==> src/rtl/data_memory_sync.sv <==
// Synchronous data memory with a registered read port and a clear-sweep engine (DATA_MEM_FWD_EN: write-first forwarding).
// Reads take 1 cycle. Busy stalls all accesses for DEPTH cycles while a clear sweep runs; there is no backpressure otherwise.
module data_memory_sync #(
  parameter int              DATA_W   = 8,
  parameter int              ADDR_W   = 5,
  parameter int              DEPTH    = 1 << ADDR_W,
  parameter logic [DATA_W-1:0] INIT_VAL = '0
) (
  input  logic              Clk,
  input  logic              Reset,
  input  logic              Clear,
  input  logic              En,
  input  logic [ADDR_W-1:0] Address,
  input  logic [DATA_W-1:0] Data_in,
  input  logic              Rd_en,
  output logic [DATA_W-1:0] Data_out,
  output logic              Rd_valid,
  output logic              Busy
);

  typedef enum logic {IDLE, CLEAR} state_t;

  localparam logic [ADDR_W:0]   DEPTH_W = (ADDR_W+1)'(DEPTH);
  localparam logic [ADDR_W-1:0] LAST    = ADDR_W'(DEPTH - 1);

  state_t            state_q, state_d;
  logic [ADDR_W-1:0] clr_ptr_q, clr_ptr_d;
  logic              mem_we;
  logic [ADDR_W-1:0] mem_waddr;
  logic [DATA_W-1:0] mem_wdata;
  logic              rd_fire;
  logic [DATA_W-1:0] rd_data;
  logic              addr_ok;
  logic [DATA_W-1:0] mem [DEPTH];

  assign addr_ok = ({1'b0, Address} < DEPTH_W);
  assign Busy    = (state_q == CLEAR);

  always_ff @(posedge Clk) begin
    if (Reset) begin
      state_q   <= CLEAR;
      clr_ptr_q <= '0;
    end else begin
      state_q   <= state_d;
      clr_ptr_q <= clr_ptr_d;
    end
  end

  always_comb begin
    state_d   = state_q;
    clr_ptr_d = clr_ptr_q;
    mem_we    = 1'b0;
    mem_waddr = Address;
    mem_wdata = Data_in;
    rd_fire   = 1'b0;
    case (state_q)
      CLEAR: begin
        mem_we    = 1'b1;
        mem_waddr = clr_ptr_q;
        mem_wdata = INIT_VAL;
        clr_ptr_d = clr_ptr_q + ADDR_W'(1);
        if (clr_ptr_q == LAST) state_d = IDLE;
      end
      default: begin
        if (Clear) begin
          state_d   = CLEAR;
          clr_ptr_d = '0;
        end else begin
          mem_we  = En && addr_ok;
          rd_fire = Rd_en;
        end
      end
    endcase
    // Reset wins over everything, including the sweep write.
    if (Reset) begin
      mem_we  = 1'b0;
      rd_fire = 1'b0;
    end
  end

  always_comb begin
    rd_data = addr_ok ? mem[Address] : '0;
`ifdef DATA_MEM_FWD_EN
    if (En && addr_ok) rd_data = Data_in;
`endif
  end

  always_ff @(posedge Clk) begin
    if (mem_we) mem[mem_waddr] <= mem_wdata;
  end

  always_ff @(posedge Clk) begin
    if (Reset) begin
      Data_out <= '0;
      Rd_valid <= 1'b0;
    end else begin
      Rd_valid <= rd_fire;
      if (rd_fire) Data_out <= rd_data;
    end
  end

endmodule

==> config.mk <==
export PLATFORM = sky130hd
export DESIGN_NAME = data_memory_sync
export DESIGN_NICKNAME = d
export VERILOG_FILES = /design/src/rtl/data_memory_sync.sv
export SDC_FILE = /design/constraint.sdc
export NUM_CORES = 1
export LEC_CHECK = 0
export ABC_CLOCK_PERIOD_IN_PS = 4800
export CORE_MARGIN = 2
export CORE_UTILIZATION = 30
export CTS_CLUSTER_SIZE = 14
export DETAILED_ROUTE_END_ITERATION = 6
export PLACE_DENSITY = 0.46
export SLEW_MARGIN = 40
export SYNTH_ARGS = -nofsm -noshare
export SYNTH_HDL_FRONTEND = slang
export SYNTH_SLANG_ARGS = --single-unit
export TNS_END_PERCENT = 20
==> constraint.sdc <==
create_clock -name Clk -period 4.8 [get_ports Clk]
set_clock_uncertainty 0.15 [all_clocks]
set_input_delay 0.96 -clock Clk [delete_from_list [all_inputs] [get_ports Clk]]
set_output_delay 0.96 -clock Clk [all_outputs]
set_load 0.03 [all_outputs]
==> impl_metrics.json, run 1 <==
{
  "outcome": "complete, no violations",
  "num-fill-cells": 3428,
  "critical_path_required_ns": 5.11,
  "worst_hold_startpoint": "Data_out[3]",
  "syn_avg_cell_area_sq_um": 16.47,
  "synth_nets": 684,
  "hold_buffers": 0,
  "p_leak_nw": 4.319,
  "final_cell_area_sq_um": 12640,
  "power_density_nw_per_um2": 382.4,
  "multi_input_area_sq_um": 2735,
  "finalCritPeriodShare_pct": 68.72,
  "crit_start": "Address[1]",
  "setup_tns_ns": 0,
  "yosys_warnings": 0,
  "rows": 69,
  "place_hpwl_microns": 16570,
  "cp_cell_sequence": "clkdlybuf4s50_1 > and2_2 > a22oi_1 > a21oi_1 > or4_1 > a211oi_2",
  "yosys.cell_types.count": 31,
  "cap_violations": 0,
  "period_minus_slack_ns": 3.299,
  "reg2reg_slack_ns": 1.60,
  "vias_per_cell": 4.833,
  "cts.htree.levels": 1,
  "final-hold-violation-count": 0,
  "fin_cells": 1183,
  "relSlewSlack_pct": 44.06,
  "arrival_ns": 3.61,
  "fp.dieArea_sq_um": 37990,
  "fp.coreArea_sq_um": 35740,
  "numPortBuffers": 27,
  "vias": 5718,
  "drt-total-wl_microns": 26240,
  "final_core_util_pct": 35.38,
  "max-clock-path-buffers": 3,
  "cts_setup_buffers": 0,
  "syn_inst": 664,
  "nets": 721,
  "wl_per_cell_microns": 22.18,
  "min_path_type": "reg2reg",
  "ir_drop_mv": 0.2804,
  "synth_area_sq_um": 10930,
  "setup_slack_ns": 1.501,
  "timing.rr.start": "Busy",
  "syn_to_final_growth_pct": 15.66,
  "antenna_found_initial": 0,
  "cts_sinks": 271,
  "synth_compound_area_share_pct": 7.496,
  "synth_seq_cells": 271,
  "post-place-ws_ns": 0.9743,
  "grt_setup_unrepaired": "false",
  "placed_cells": 1130,
  "crit_type": "in2reg",
  "worstSetupEndpointType": "flop",
  "drtAntennaViolNets": 0,
  "drtIter0Drc": 404,
  "initial_utilization_pct": 30.59,
  "first_global_vias": 5955,
  "synth.area.mux_share_pct": 12.11,
  "synth_fa_ha_area_share_pct": 0.2289,
  "drive_gt1_share_pct": 13.16,
  "die_width_microns": 194.9,
  "synth_xor_area_share_pct": 0,
  "overflow": 0,
  "synthSimpleGateAreaFrac_pct": 4.429,
  "diodes": 0,
  "cts_tree": "done",
  "clkTransAtPathRegs_ns": 0.05,
  "dr.pass1.iters": 4,
  "grt_first_pass_wirelength_microns": 38810,
  "setup_viol": 0,
  "track_usage_pct": 13.80,
  "slew_violations": 0,
  "ctsResizeCount": 0,
  "io-pin-count": 28,
  "cts_made_buffers": 28,
  "tightest_slew_ns": 0.8360,
  "clockRootBuffer": "clkbuf_16",
  "die_y_microns": 194.9,
  "cp.buffers_inverters": 1,
  "worst_skew_pair.late_latency_ns": 0.54,
  "fmax_ghz": 0.3032,
  "critPathSlowestCell": "or4_1",
  "grt_max_degree": 77,
  "cp_top_family": "simple AND/OR/NAND/NOR gates",
  "drc": 0,
  "regArea_sq_um": 7988,
  "start_kind": "input port",
  "critPathMaxFanout": 32,
  "gp_congestion": 0.7684,
  "synth_seq_area_share_pct": 73.06,
  "place_area_sq_um": 11690,
  "max_stage_delay_ns": 0.60,
  "synth_top_family_by_area": "multiplexers"
}
-- layer usage --
metal	global-route usage [%]	share of wire (%)	up-vias	wire, microns
met2	23.76	50	96	13000
met4	3.478	1.5	0	395
met1	18.35	45	2915	11720
li1	-	-	2686	-
met3	1.943	4.3	21	1124
met5	0	0	-	0
-- stage by stage --
step | power (mW) | hold slack (ns)
final | 4.836 | 0.3822
after floorplan | 2.768 | 0.3360
after global placement | 2.835 | 0.3674
after detailed placement | 2.836 | 0.3731
after global routing | 4.982 | 0.4152
after CTS | 4.878 | 0.3850
-- synthesized netlist by cell type, drive strengths merged --
cell type	number	share of area, %
nor4bb	1	0.092
nor3b	2	0.14
mux2i	130	12
or2	2	0.11
dfxtp	15	2.7
and3	1	0.057
nor3	1	0.046
nor2	46	1.6
a21oi	40	1.8
buf	20	1.9
a41oi	1	0.080
nand3b	4	0.27
clkbuf	21	0.79
nand2	15	0.51
o21ai	6	0.27
or4	8	0.55
ha	2	0.23
a22oi	64	4.4
and2	2	0.11
a211oi	8	0.92
nand2b	3	0.17
mux2	2	0.21
nand3	2	0.092
nor2b	12	0.69
edfxtp	256	70
-- worst reg2reg max path: stages (launching register included) --
cell and delay [ns]:
dfxtp_1 0.52, buf_4 0.33, nor2_1 0.30, nand3b_1 0.12, a21oi_1 0.22, nand2_1 0.41, nor2_1 0.77
-- cell usage in the layout, fill, tap and decap left out, types with 3 or more instances in the layout --
cell type | netlist | final
nor2_1 | 46 | 34
clkbuf_16 | 0 | 29
nand2_1 | 15 | 15
nand3b_1 | 4 | 4
nor2b_4 | 0 | 4
mux2i_1 | 130 | 130
clkbuf_8 | 0 | 3
nor2b_2 | 0 | 6
buf_4 | 3 | 19
a22oi_1 | 64 | 64
nand2b_1 | 3 | 3
a21oi_1 | 40 | 40
edfxtp_1 | 256 | 256
o21ai_0 | 6 | 6
clkbuf_1 | 19 | 10
clkinv_2 | 0 | 3
nor2_2 | 0 | 11
or4_1 | 8 | 8
dfxtp_1 | 15 | 15
a211oi_2 | 8 | 8
clkinv_1 | 0 | 4
clkdlybuf4s50_1 | 0 | 26
-- registers in the layout (all words and copies together) (netlist names) --
name and count:
Busy 1, Data_out 8, Rd_valid 1, clr_ptr_q 5, mem 256
-- power breakdown --
part / switching (mW) / internal [mW] / leakage, nW / total, mW
Combinational: 0.133 / 0.0832 / 1.39 / 0.216
Sequential: 0.00637 / 2.56 / 2.50 / 2.57
Clock: 0.846 / 1.20 / 0.423 / 2.05
-- kinds of logic (layout without fill, tap and decap cells) --
group / Yosys count / count (layout)
flip-flops: 271 / 271
adder cells (fa/ha/maj): 2 / 2
multiplexers: 132 / 132
AND/OR/NAND/NOR: 99 / 99
AO/OA/AOI/OAI: 119 / 119
buffers and inverters: 41 / 99
-- cell type report --
type                    instances  area share, %
flip-flops and latches        271          63.17
multi-input cells             352          21.63
clock buffers                  42          6.363
well taps                     461          4.562
repair buffers                 48          3.740
clock inverters                 9         0.5343
-- worst paths after layout --
check                           depth (start not counted)          end
worst max-delay path                                    6  Data_out[3]
worst max register to register                          6    mem[8][4]
worst min-delay path                                    2  Data_out[3]
worst min register to register                          2  Data_out[3]
No activity file was read; power rests on OpenSTA's default activity.
==> run 2: changes to the inputs <==
- ABC_CLOCK_PERIOD_IN_PS: 4800 -> 2770
- PLACE_DENSITY: 0.46 -> 0.47
- clock period: 4.8 -> 2.77 ns (I/O delays scaled with it)
==> impl_metrics.json, run 2 (synthesized netlist as in run 1, its figures left out) <==
{
  "outcome": "complete, no violations",
  "first_global_vias": 6336,
  "power.internal_mw": 7.040,
  "min_path_type": "reg2reg",
  "start_kind": "flop",
  "tightest_slew_ns": 0.5194,
  "relSlewSlack_pct": 64.38,
  "hold_buffers": 0,
  "grt_first_pass_wirelength_microns": 40940,
  "diodes": 0,
  "timing.rr.end": "mem[15][7]",
  "power_density_nw_per_um2": 662.7,
  "cts_setup_buffers": 0,
  "syn_to_final_growth_pct": 22.11,
  "finalCritPeriodShare_pct": 92.88,
  "drt-total-wl_microns": 27550,
  "die_width_microns": 194.9,
  "crit_type": "reg2out",
  "cts.htree.levels": 1,
  "overflow": 0,
  "vias": 6162,
  "initial_utilization_pct": 30.59,
  "drtIter0Drc": 474,
  "cp.depth": 1,
  "track_usage_pct": 14.46,
  "final-hold-violation-count": 0,
  "whs_ns": 0.3900,
  "cp_top_family": "buffers and inverters",
  "cap_violations": 0,
  "place_hpwl_microns": 18050,
  "p_switching_mw": 1.807,
  "ir_drop_mv": 0.3897,
  "numPortBuffers": 27,
  "setup_tns_ns": 0,
  "fmax_ghz": 0.3887,
  "max_stage_delay_ns": 0.75,
  "worstRegToRegCells": 7,
  "vias_per_cell": 4.926,
  "worst_hold_startpoint": "clr_ptr_q[0]",
  "worstSetupEndpointType": "output pin",
  "cp_cell_sequence": "clkdlybuf4s50_1",
  "clockRootBuffer": "clkbuf_16",
  "critPathMaxFanout": 20,
  "die_y_microns": 194.9,
  "cts_sinks": 271,
  "cp.buffers_inverters": 1,
  "rows": 69,
  "largest_register_ffs": 256,
  "place_area_sq_um": 12360,
  "max-clock-path-buffers": 3,
  "fp.coreArea_sq_um": 35740,
  "largest-register": "mem",
  "grt_setup_unrepaired": "false",
  "reg2reg_slack_ns": 0.76,
  "hold_depth": 2,
  "critPathSlowestCell": "clkdlybuf4s50_1",
  "cts_tree": "done",
  "timing.rr.start": "Busy",
  "p_seq_share_pct": 50.3,
  "switching_share_pct": 20.42,
  "period_minus_slack_ns": 2.573,
  "reg.largest.list": "mem x256, Data_out x8, clr_ptr_q x5",
  "drive_gt1_share_pct": 19.49,
  "fp.dieArea_sq_um": 37990,
  "num-fill-cells": 3393,
  "final_common_cell": "edfxtp_1",
  "dr.pass1.iters": 5,
  "worst_skew_pair.late_latency_ns": 0.54,
  "antenna_found_initial": 0,
  "wl_per_cell_microns": 22.02,
  "drc": 0,
  "io-pin-count": 28,
  "nets": 787,
  "arrival_ns": 1.87,
  "pwr-share-clk_pct": 44.7,
  "final_cell_area_sq_um": 13350,
  "cts_made_buffers": 30,
  "hold_path_end": "clr_ptr_q[0]",
  "ctsResizeCount": 1,
  "pwr-share-comb_pct": 4.9,
  "clkTransAtPathRegs_ns": 0.06,
  "critical_path_required_ns": 2.07,
  "p_leak_nw": 4.738,
  "setup_viol": 0,
  "drtAntennaViolNets": 0,
  "layout_common_cells": "edfxtp_1 (256), mux2i_1 (130), buf_4 (71), a22oi_1 (64), nor2_1 (45)",
  "slew_violations": 0,
  "grt_max_degree": 33,
  "gp_congestion": 0.7925
}
run 2: routing by layer:
metal / GRT usage (%) / vias to the layer above / wire length, microns
met1: 19.73 / 3145 / 12560
met2: 23.88 / 175 / 13030
met4: 3.506 / 0 / 449
li1: - / 2810 / -
met5: 0 / - / 0
met3: 2.672 / 32 / 1513
run 2: area by class of cell:
| type | count | area, sq um | share of cell area [%] |
|---|---|---|---|
| Multi-Input combinational cell | 352 | 2710 | 20.30 |
| Tap cell | 461 | 576.8 | 4.321 |
| Timing Repair Buffer | 112 | 1085 | 8.126 |
| Clock inverter | 19 | 195.2 | 1.462 |
| Sequential cell | 271 | 7989 | 59.84 |
| Clock buffer | 36 | 794.5 | 5.951 |
run 2: how the worst max path moves through the flow:
stage	from	end	slack, ns
2_1_floorplan	Address[0]	mem[13][0]	0.31
3_3_place_gp	Address[1]	Data_out[2]	-0.23
3_5_place_dp	Address[1]	Data_out[0]	-0.27
4_1_cts	Busy	Busy	0.18
5_1_grt	Busy	Busy	0.13
6_report	Busy	Busy	0.20
run 2: power groups by stage:
stage               clock network (mW)  logic (mW)  registers, mW
floorplan                            0       0.260           4.54
global placement                     0       0.435           4.54
detailed placement                   0       0.438           4.54
CTS                               4.05       0.440           4.45
global route                      4.21       0.466           4.45
finish                            3.96       0.437           4.45
run 2: per-stage QoR:
| stage | power [mW] | cells | utilization [%] | setup WS, ns |
|---|---|---|---|---|
| 3_3_place_gp | 4.973 | 1196 | 34.58 | -0.2302 |
| 2_1_floorplan | 4.796 | 664 | - | 0.3091 |
| 6_report | 8.847 | 1251 | 37.35 | 0.1971 |
| 5_1_grt | 9.124 | 1251 | 37.35 | 0.1289 |
| 3_5_place_dp | 4.977 | 1196 | 34.58 | -0.2696 |
| 4_1_cts | 8.946 | 1251 | 37.35 | 0.1806 |
